<file path="config.mk">
export PLATFORM = sky130hd
export DESIGN_NAME = mem_bank_excl_adapter_flat
export DESIGN_NICKNAME = d
export VERILOG_FILES = /design/src/rtl/mem_bank_pkg.sv /design/src/rtl/mem_bank_excl_adapter_if.sv /design/src/rtl/excl_rsv_table.sv /design/src/rtl/mem_bank_excl_adapter.sv /design/src/flat_wrapper.sv
export SDC_FILE = /design/constraint.sdc
export NUM_CORES = 1
export LEC_CHECK = 0
export ABC_AREA = 1
export BUFFER_PORTS_ARGS = -buffer_cell sky130_fd_sc_hd__buf_2
export CORE_AREA = 2 2 140 115
export CTS_CLUSTER_DIAMETER = 60
export DETAILED_ROUTE_END_ITERATION = 7
export DIE_AREA = 0 0 142 117
export PLACE_DENSITY = 0.83
export SLEW_MARGIN = 30
export SYNTH_ARGS = -nofsm -noshare
export SYNTH_HDL_FRONTEND = slang
export SYNTH_SLANG_ARGS = --single-unit
</file>
<file path="constraint.sdc">
create_clock -name clk_i -period 2.7 [get_ports clk_i]
set_clock_uncertainty 0.2 [all_clocks]
set_input_delay 0.27 -clock clk_i [delete_from_list [all_inputs] [get_ports clk_i]]
set_output_delay 0.27 -clock clk_i [all_outputs]
set_load 0.01 [all_outputs]
</file>
<file path="src/rtl/mem_bank_pkg.sv">
// Shared types for the per-bank exclusive-access adapter: request classification
// and the decode helper used by the top level.
package mem_bank_pkg;

   localparam int unsigned AtopWidth = 6;

   typedef enum logic [2:0] {
      REQ_ATOP,
      REQ_XLD,
      REQ_XST,
      REQ_WR,
      REQ_RD
   } req_class_t;

   // Atomics take priority over lock; lock splits into exclusive load/store.
   function automatic req_class_t classify(input logic [AtopWidth-1:0] atop,
                                           input logic lock,
                                           input logic we);
      req_class_t cls;
      if (atop != '0)      cls = REQ_ATOP;
      else if (lock && !we) cls = REQ_XLD;
      else if (lock)        cls = REQ_XST;
      else if (we)          cls = REQ_WR;
      else                  cls = REQ_RD;
      return cls;
   endfunction

endpackage

</file>
<file path="src/rtl/mem_bank_excl_adapter_if.sv">
// Bank-port bundle between the AXI-to-banked-memory converter (master) and the
// per-bank adapter (slave): request with lock/atop/id sidebands and response.
interface mem_bank_excl_adapter_if #(
   parameter int unsigned AddrWidth = 32,
   parameter int unsigned DataWidth = 32,
   parameter int unsigned IdWidth   = 4
);
   logic                   req_i;
   logic                   gnt_o;
   logic [AddrWidth-1:0]   req_addr_i;
   logic                   req_we_i;
   logic [DataWidth-1:0]   req_wdata_i;
   logic [DataWidth/8-1:0] req_strb_i;
   logic [5:0]             req_atop_i;
   logic                   req_lock_i;
   logic [IdWidth-1:0]     req_id_i;
   logic                   rvalid_o;
   logic [DataWidth-1:0]   rdata_o;
   logic                   err_o;
   logic                   exokay_o;

   modport master (
      output req_i, req_addr_i, req_we_i, req_wdata_i, req_strb_i,
             req_atop_i, req_lock_i, req_id_i,
      input  gnt_o, rvalid_o, rdata_o, err_o, exokay_o
   );

   modport slave (
      input  req_i, req_addr_i, req_we_i, req_wdata_i, req_strb_i,
             req_atop_i, req_lock_i, req_id_i,
      output gnt_o, rvalid_o, rdata_o, err_o, exokay_o
   );
endinterface

</file>
<file path="src/rtl/excl_rsv_table.sv">
// Exclusive-access reservation table for one bank: lookup against the current
// contents, update (allocate / replace / clear) on the next edge.
module excl_rsv_table
   import mem_bank_pkg::*;
#(
   parameter int unsigned IdWidth   = 4,
   parameter int unsigned GranWidth = 26,
   parameter int unsigned NumRsv    = 4
) (
   input  logic                 clk_i,
   input  logic                 rst_i,
   input  logic                 op_valid_i,
   input  req_class_t           op_i,
   input  logic [IdWidth-1:0]   id_i,
   input  logic [GranWidth-1:0] gran_i,
   output logic                 hit_o
);
   localparam int unsigned PtrW = (NumRsv > 1) ? $clog2(NumRsv) : 1;

   // Entry layout depends on module parameters, so it lives here rather than in the package.
   typedef struct packed {
      logic                 valid;
      logic [IdWidth-1:0]   id;
      logic [GranWidth-1:0] gran;
   } rsv_entry_t;

   rsv_entry_t        table_reg  [NumRsv];
   rsv_entry_t        table_next [NumRsv];
   logic [PtrW-1:0]   vptr_reg, vptr_next;
   logic [NumRsv-1:0] id_match, gran_match, free;
   logic              id_any, free_any;
   logic [PtrW-1:0]   id_idx, free_idx;

   generate
      for (genvar gi = 0; gi < NumRsv; gi++) begin : g_match
         assign id_match[gi]   = table_reg[gi].valid && (table_reg[gi].id == id_i);
         assign gran_match[gi] = table_reg[gi].valid && (table_reg[gi].gran == gran_i);
         assign free[gi]       = !table_reg[gi].valid;
      end
   endgenerate

   assign hit_o = |(id_match & gran_match);

   // Descending scan leaves the lowest matching index.
   always_comb begin
      id_any   = 1'b0;
      id_idx   = '0;
      free_any = 1'b0;
      free_idx = '0;
      for (int i = NumRsv - 1; i >= 0; i--) begin
         if (id_match[i]) begin
            id_any = 1'b1;
            id_idx = PtrW'(i);
         end
         if (free[i]) begin
            free_any = 1'b1;
            free_idx = PtrW'(i);
         end
      end
   end

   always_comb begin
      table_next = table_reg;
      vptr_next  = vptr_reg;
      if (op_valid_i) begin
         case (op_i)
            REQ_XLD: begin
               if (id_any) begin
                  table_next[id_idx].gran = gran_i;
               end else if (free_any) begin
                  table_next[free_idx] = '{valid: 1'b1, id: id_i, gran: gran_i};
               end else begin
                  table_next[vptr_reg] = '{valid: 1'b1, id: id_i, gran: gran_i};
                  vptr_next = (vptr_reg == PtrW'(NumRsv - 1)) ? '0 : vptr_reg + 1'b1;
               end
            end
            REQ_XST: begin
               // A successful store kills every reservation on the granule;
               // a failed one only drops the requester's own reservation.
               for (int i = 0; i < NumRsv; i++) begin
                  if (hit_o ? gran_match[i] : id_match[i]) table_next[i].valid = 1'b0;
               end
            end
            REQ_WR: begin
               for (int i = 0; i < NumRsv; i++) begin
                  if (gran_match[i]) table_next[i].valid = 1'b0;
               end
            end
            default: ;
         endcase
      end
   end

   generate
      for (genvar gi = 0; gi < NumRsv; gi++) begin : g_entry
         always_ff @(posedge clk_i) begin
            if (rst_i) table_reg[gi] <= '0;
            else       table_reg[gi] <= table_next[gi];
         end
      end
   endgenerate

   always_ff @(posedge clk_i) begin
      if (rst_i) vptr_reg <= '0;
      else       vptr_reg <= vptr_next;
   end

endmodule

</file>
<file path="src/rtl/mem_bank_excl_adapter.sv">
// Per-bank adapter: grants every request, drives the single-port SRAM, evaluates
// exclusive accesses against the reservation table and returns one response per grant.
module mem_bank_excl_adapter
   import mem_bank_pkg::*;
#(
   parameter int unsigned AddrWidth   = 32,
   parameter int unsigned DataWidth   = 32,
   parameter int unsigned IdWidth     = 4,
   parameter int unsigned NumRsv      = 4,
   parameter int unsigned RsvGranLog2 = 6
) (
   input  logic                              clk_i,
   input  logic                              rst_i,
   mem_bank_excl_adapter_if.slave            bank,
   output logic                              sram_req_o,
   output logic                              sram_we_o,
   output logic [AddrWidth-$clog2(DataWidth/8)-1:0] sram_addr_o,
   output logic [DataWidth-1:0]              sram_wdata_o,
   output logic [DataWidth/8-1:0]            sram_be_o,
   input  logic [DataWidth-1:0]              sram_rdata_i
);
   localparam int unsigned OffW      = $clog2(DataWidth/8);
   localparam int unsigned GranWidth = AddrWidth - RsvGranLog2;

   req_class_t req_class;
   logic       xst_hit;
   logic       rvalid_reg, rvalid_next;
   logic       err_reg, err_next;
   logic       exokay_reg, exokay_next;
   logic       rd_flag_reg, rd_flag_next;

   assign req_class = classify(bank.req_atop_i, bank.req_lock_i, bank.req_we_i);

   excl_rsv_table #(
      .IdWidth   (IdWidth),
      .GranWidth (GranWidth),
      .NumRsv    (NumRsv)
   ) u_rsv_table (
      .clk_i      (clk_i),
      .rst_i      (rst_i),
      .op_valid_i (bank.req_i),
      .op_i       (req_class),
      .id_i       (bank.req_id_i),
      .gran_i     (bank.req_addr_i[AddrWidth-1:RsvGranLog2]),
      .hit_o      (xst_hit)
   );

   assign bank.gnt_o   = bank.req_i;
   assign sram_we_o    = bank.req_we_i;
   assign sram_addr_o  = bank.req_addr_i[AddrWidth-1:OffW];
   assign sram_wdata_o = bank.req_wdata_i;
   assign sram_be_o    = bank.req_strb_i;

   // Atomics and failed exclusive stores never reach the SRAM.
   always_comb begin
      sram_req_o = 1'b0;
      if (bank.req_i) begin
         case (req_class)
            REQ_XLD, REQ_WR, REQ_RD: sram_req_o = 1'b1;
            REQ_XST:                 sram_req_o = xst_hit;
            default:                 sram_req_o = 1'b0;
         endcase
      end
   end

   always_comb begin
      rvalid_next  = bank.req_i;
      err_next     = bank.req_i && (req_class == REQ_ATOP);
      exokay_next  = bank.req_i && ((req_class == REQ_XLD) ||
                                    ((req_class == REQ_XST) && xst_hit));
      rd_flag_next = bank.req_i && ((req_class == REQ_RD) || (req_class == REQ_XLD));
   end

   always_ff @(posedge clk_i) begin
      if (rst_i) begin
         rvalid_reg  <= 1'b0;
         err_reg     <= 1'b0;
         exokay_reg  <= 1'b0;
         rd_flag_reg <= 1'b0;
      end else begin
         rvalid_reg  <= rvalid_next;
         err_reg     <= err_next;
         exokay_reg  <= exokay_next;
         rd_flag_reg <= rd_flag_next;
      end
   end

   assign bank.rvalid_o = rvalid_reg;
   assign bank.err_o    = err_reg;
   assign bank.exokay_o = exokay_reg;
   assign bank.rdata_o  = rd_flag_reg ? sram_rdata_i : '0;

endmodule

</file>
<file path="src/flat_wrapper.sv">
// flat-port wrapper written by rule: the top's interface ports become plain ports
module mem_bank_excl_adapter_flat import mem_bank_pkg::*;
#(
   parameter int unsigned AddrWidth   = 32,
   parameter int unsigned DataWidth   = 32,
   parameter int unsigned IdWidth     = 4,
   parameter int unsigned NumRsv      = 4,
   parameter int unsigned RsvGranLog2 = 6
)
  (clk_i, rst_i, sram_req_o, sram_we_o, sram_addr_o, sram_wdata_o, sram_be_o, sram_rdata_i, bank_req_i, bank_req_addr_i, bank_req_we_i, bank_req_wdata_i, bank_req_strb_i, bank_req_atop_i, bank_req_lock_i, bank_req_id_i, bank_gnt_o, bank_rvalid_o, bank_rdata_o, bank_err_o, bank_exokay_o);
  mem_bank_excl_adapter_if #(.AddrWidth(AddrWidth), .DataWidth(DataWidth), .IdWidth(IdWidth)) bank_i ();
  input  logic clk_i;
  input  logic rst_i;
  output logic sram_req_o;
  output logic sram_we_o;
  output logic [AddrWidth-$clog2(DataWidth/8)-1:0] sram_addr_o;
  output logic [DataWidth-1:0] sram_wdata_o;
  output logic [DataWidth/8-1:0] sram_be_o;
  input  logic [DataWidth-1:0] sram_rdata_i;
  input wire logic [$bits(bank_i.req_i)-1:0] bank_req_i;
  input wire logic [$bits(bank_i.req_addr_i)-1:0] bank_req_addr_i;
  input wire logic [$bits(bank_i.req_we_i)-1:0] bank_req_we_i;
  input wire logic [$bits(bank_i.req_wdata_i)-1:0] bank_req_wdata_i;
  input wire logic [$bits(bank_i.req_strb_i)-1:0] bank_req_strb_i;
  input wire logic [$bits(bank_i.req_atop_i)-1:0] bank_req_atop_i;
  input wire logic [$bits(bank_i.req_lock_i)-1:0] bank_req_lock_i;
  input wire logic [$bits(bank_i.req_id_i)-1:0] bank_req_id_i;
  output wire logic [$bits(bank_i.gnt_o)-1:0] bank_gnt_o;
  output wire logic [$bits(bank_i.rvalid_o)-1:0] bank_rvalid_o;
  output wire logic [$bits(bank_i.rdata_o)-1:0] bank_rdata_o;
  output wire logic [$bits(bank_i.err_o)-1:0] bank_err_o;
  output wire logic [$bits(bank_i.exokay_o)-1:0] bank_exokay_o;
  assign bank_i.req_i = bank_req_i;
  assign bank_i.req_addr_i = bank_req_addr_i;
  assign bank_i.req_we_i = bank_req_we_i;
  assign bank_i.req_wdata_i = bank_req_wdata_i;
  assign bank_i.req_strb_i = bank_req_strb_i;
  assign bank_i.req_atop_i = bank_req_atop_i;
  assign bank_i.req_lock_i = bank_req_lock_i;
  assign bank_i.req_id_i = bank_req_id_i;
  assign bank_gnt_o = bank_i.gnt_o;
  assign bank_rvalid_o = bank_i.rvalid_o;
  assign bank_rdata_o = bank_i.rdata_o;
  assign bank_err_o = bank_i.err_o;
  assign bank_exokay_o = bank_i.exokay_o;
  mem_bank_excl_adapter #(.AddrWidth(AddrWidth), .DataWidth(DataWidth), .IdWidth(IdWidth), .NumRsv(NumRsv), .RsvGranLog2(RsvGranLog2)) u_core (.clk_i(clk_i), .rst_i(rst_i), .bank(bank_i), .sram_req_o(sram_req_o), .sram_we_o(sram_we_o), .sram_addr_o(sram_addr_o), .sram_wdata_o(sram_wdata_o), .sram_be_o(sram_be_o), .sram_rdata_i(sram_rdata_i));
endmodule
</file>
==> impl_metrics.yaml <==
run_status:
  status: "complete, no violations"
sta:
  hold_ws_ns: 0.00162
  min_period_ns: 2.67
  fmax_mhz: 374
  setup_ws_ns: 0.0256
  finalMaxSlewViolations: 0
  finalSetupViolations: 0
  setup_tns_ns: 0
  relSlewSlack_pct: 49.0
  worst_pin_slew_ns: 0.764
  finalHoldViolCount: 0
  final.period_utilization_pct: 99.1
  rsz0062_at_grt: "yes"
detailed_routing:
  dr_total_vias: 7762
  totalWireLength_um: 23200
  routedWlPerCell_um: 15.5
  firstDrtPassIters: 5
  postRouteAntennaNets: 0
  drtIter0Drc: 710
  post-route-drc-count: 0
  vias_per_cell: 5.20
floorplanning:
  die_area_um2: 16600
  io_pins: 219
  dieHeight_um: 117
  core_um2: 15300
  start_util_pct: 52.4
  rows: 41
  die_w_um: 142
cells_and_area:
  drive_gt1_share_pct: 20.6
  mostFrequentLayoutCell: "nand2_1"
  largest_reg_flops: 124
  final_nets: 1409
  area_growth_pct: 12.4
  final_cell_mix: "nand2_1, inv_1, buf_2"
  fin_cells: 1492
  finish.instance_area_um2: 9030
  regArea_um2: 2610
  multiInputGateArea_um2: 3830
  fillers: 1422
setup_path:
  worstPathRequired_ns: 2.23
  worst-path-max-fanout: 3
  startpoint: "u_core.u_rsv_table.table_reg[77]"
  endpoint_kind: "output pin"
  setup.worst_path.class: "flop to output pin"
  critPathArrivalTime_ns: 2.20
  r2r-start: "u_core.u_rsv_table.table_reg[30]"
  cp-start-kind: "flop"
clock_tree:
  cts_sinks: 130
  cts_tree: "done"
  clk_latency_ns: 0.42
  clock_path_buffers: 2
  cts_htree_levels: 4
  root_buffer: "clkbuf_16"
  numCtsBuffers: 17
  cts.clk_slew.worst_paths_ns: 0.06
synthesis:
  synthArstFlopShare_pct: 0
  synth_edf_count: 0
  ys_seq_area_share_pct: 32.4
  synth_nets: 1353
  synth_top_area_share_pct: 32.4
  netlist_area_um2: 8040
  yosys.area.top_type: "dfxtp_1"
  ys_dominant_reg_cell: "dfxtp_1"
  synth_cell_types: 36
  syn_avg_cell_area_um2: 6.53
  ys_warn_count: 0
  synthCells: 1231
  synth_area_leaders: "dfxtp_1, nand2_1, inv_1"
  ys_seq_elements: 130
placement:
  port_buffers: 136
  place_ws_ns: 0.0820
  dpl.cell_count: 1459
  placed_cell_area_um2: 8320
  place_congestion: 0.957
  dp.final_hpwl_um: 17500
global_routing:
  grt_max_degree: 53
  first_global_vias: 6630
  track_usage_pct: 27.5
  grt_pass1_wl_um: 34800
  grt_overflow: 0
  antenna_found_initial: 1
pwr:
  p_leak_nw: 4.27
  power.density_nw_per_um2: 529
  vdd_drop_max_uv: 445
run:
  max_cap_violations: 0
hold_path:
  hold_path_class: "primary input to flop"
  min_from: "bank_req_addr_i[6]"
==> power by group <==
group	switching [mW]	internal [mW]	leakage [nW]
combinational	0.284	0.158	2.92
sequential	0.00200	1.92	1.05
clock	0.855	1.56	0.300
total	1.14	3.64	4.27
==> layout make-up <==
cell class                      instances  area share, %
Timing Repair Buffer                  166           10.5
Clock buffer                           20           4.95
Sequential cell                       130           28.9
Antenna cell                            1         0.0277
Inverter                              213           8.85
Multi-Input combinational cell        759           42.4
Clock inverter                         10           1.75
Tap cell                              193           2.67
==> per-stage QoR <==
stage | total power [mW] | util (%)
final | 4.78 | 58.9
after global routing | 4.91 | 58.9
after CTS | 4.78 | 58.3
after detailed placement | 2.39 | 54.2
after global placement | 2.38 | 54.2
after floorplan | 2.31 | -
==> synthesized netlist by cell type (24+ instances only) <==
cell     number
buf_2        24
xnor2_1      29
dfxtp_1     130
buf_4        74
nand2_1     295
o21ai_0      38
nor2_1      102
nand3_1      24
a21oi_1     109
inv_1       203
o21ai_1      82
==> repair_timing <==
action                     in CTS  in global routing
setup endpoints to repair       1                  3
hold endpoints to repair        1                  0
gates resized for setup         4                 19
setup buffers                   0                  1
pin swaps                       2                  8
hold buffers                    1                  0
==> kinds of logic after synthesis <==
| family | after synthesis | synth area share, % |
|---|---|---|
| AND/OR/NAND/NOR | 453 | 23.0 |
| buffers and inverters | 342 | 21.0 |
| AO/OA/AOI/OAI | 268 | 19.1 |
| flip-flops | 130 | 32.4 |
| XOR/XNOR | 31 | 3.38 |
| adder cells (fa/ha/maj) | 7 | 1.09 |
==> critical path, cell delays in order (launching register included) <==
cell and delay, ns:
dfxtp_1 0.39, o21ai_0 0.12, nor2_1 0.18, nand2_1 0.12, nor2_1 0.12, nand2_1 0.10, nor2_2 0.10, nand2_1 0.05
nand2_1 0.08, nor2_2 0.05, nand2_1 0.07, nand2_1 0.06, a21oi_2 0.19, buf_2 0.16
==> metal layers <==
layer  GRT usage, %  wire [um]  share of wire [%]
met2           44.0      10300                 44
met1           37.1      10200                 44
met3           6.31       2220                9.6
met4           9.13        538                2.3
met5              0          0                  0
==> worst paths after layout <==
check	slack [ns]	cells past startpoint	endpoint
setup / recovery	0.03	13	sram_req_o
hold / removal	0.002	3	u_core.u_rsv_table.table_reg[93]
setup reg to reg	0.24	12	u_core.u_rsv_table.table_reg[7]
hold reg to reg	0.26	2	u_core.u_rsv_table.table_reg[59]
Note: power is estimated with default switching activity, not from simulation.
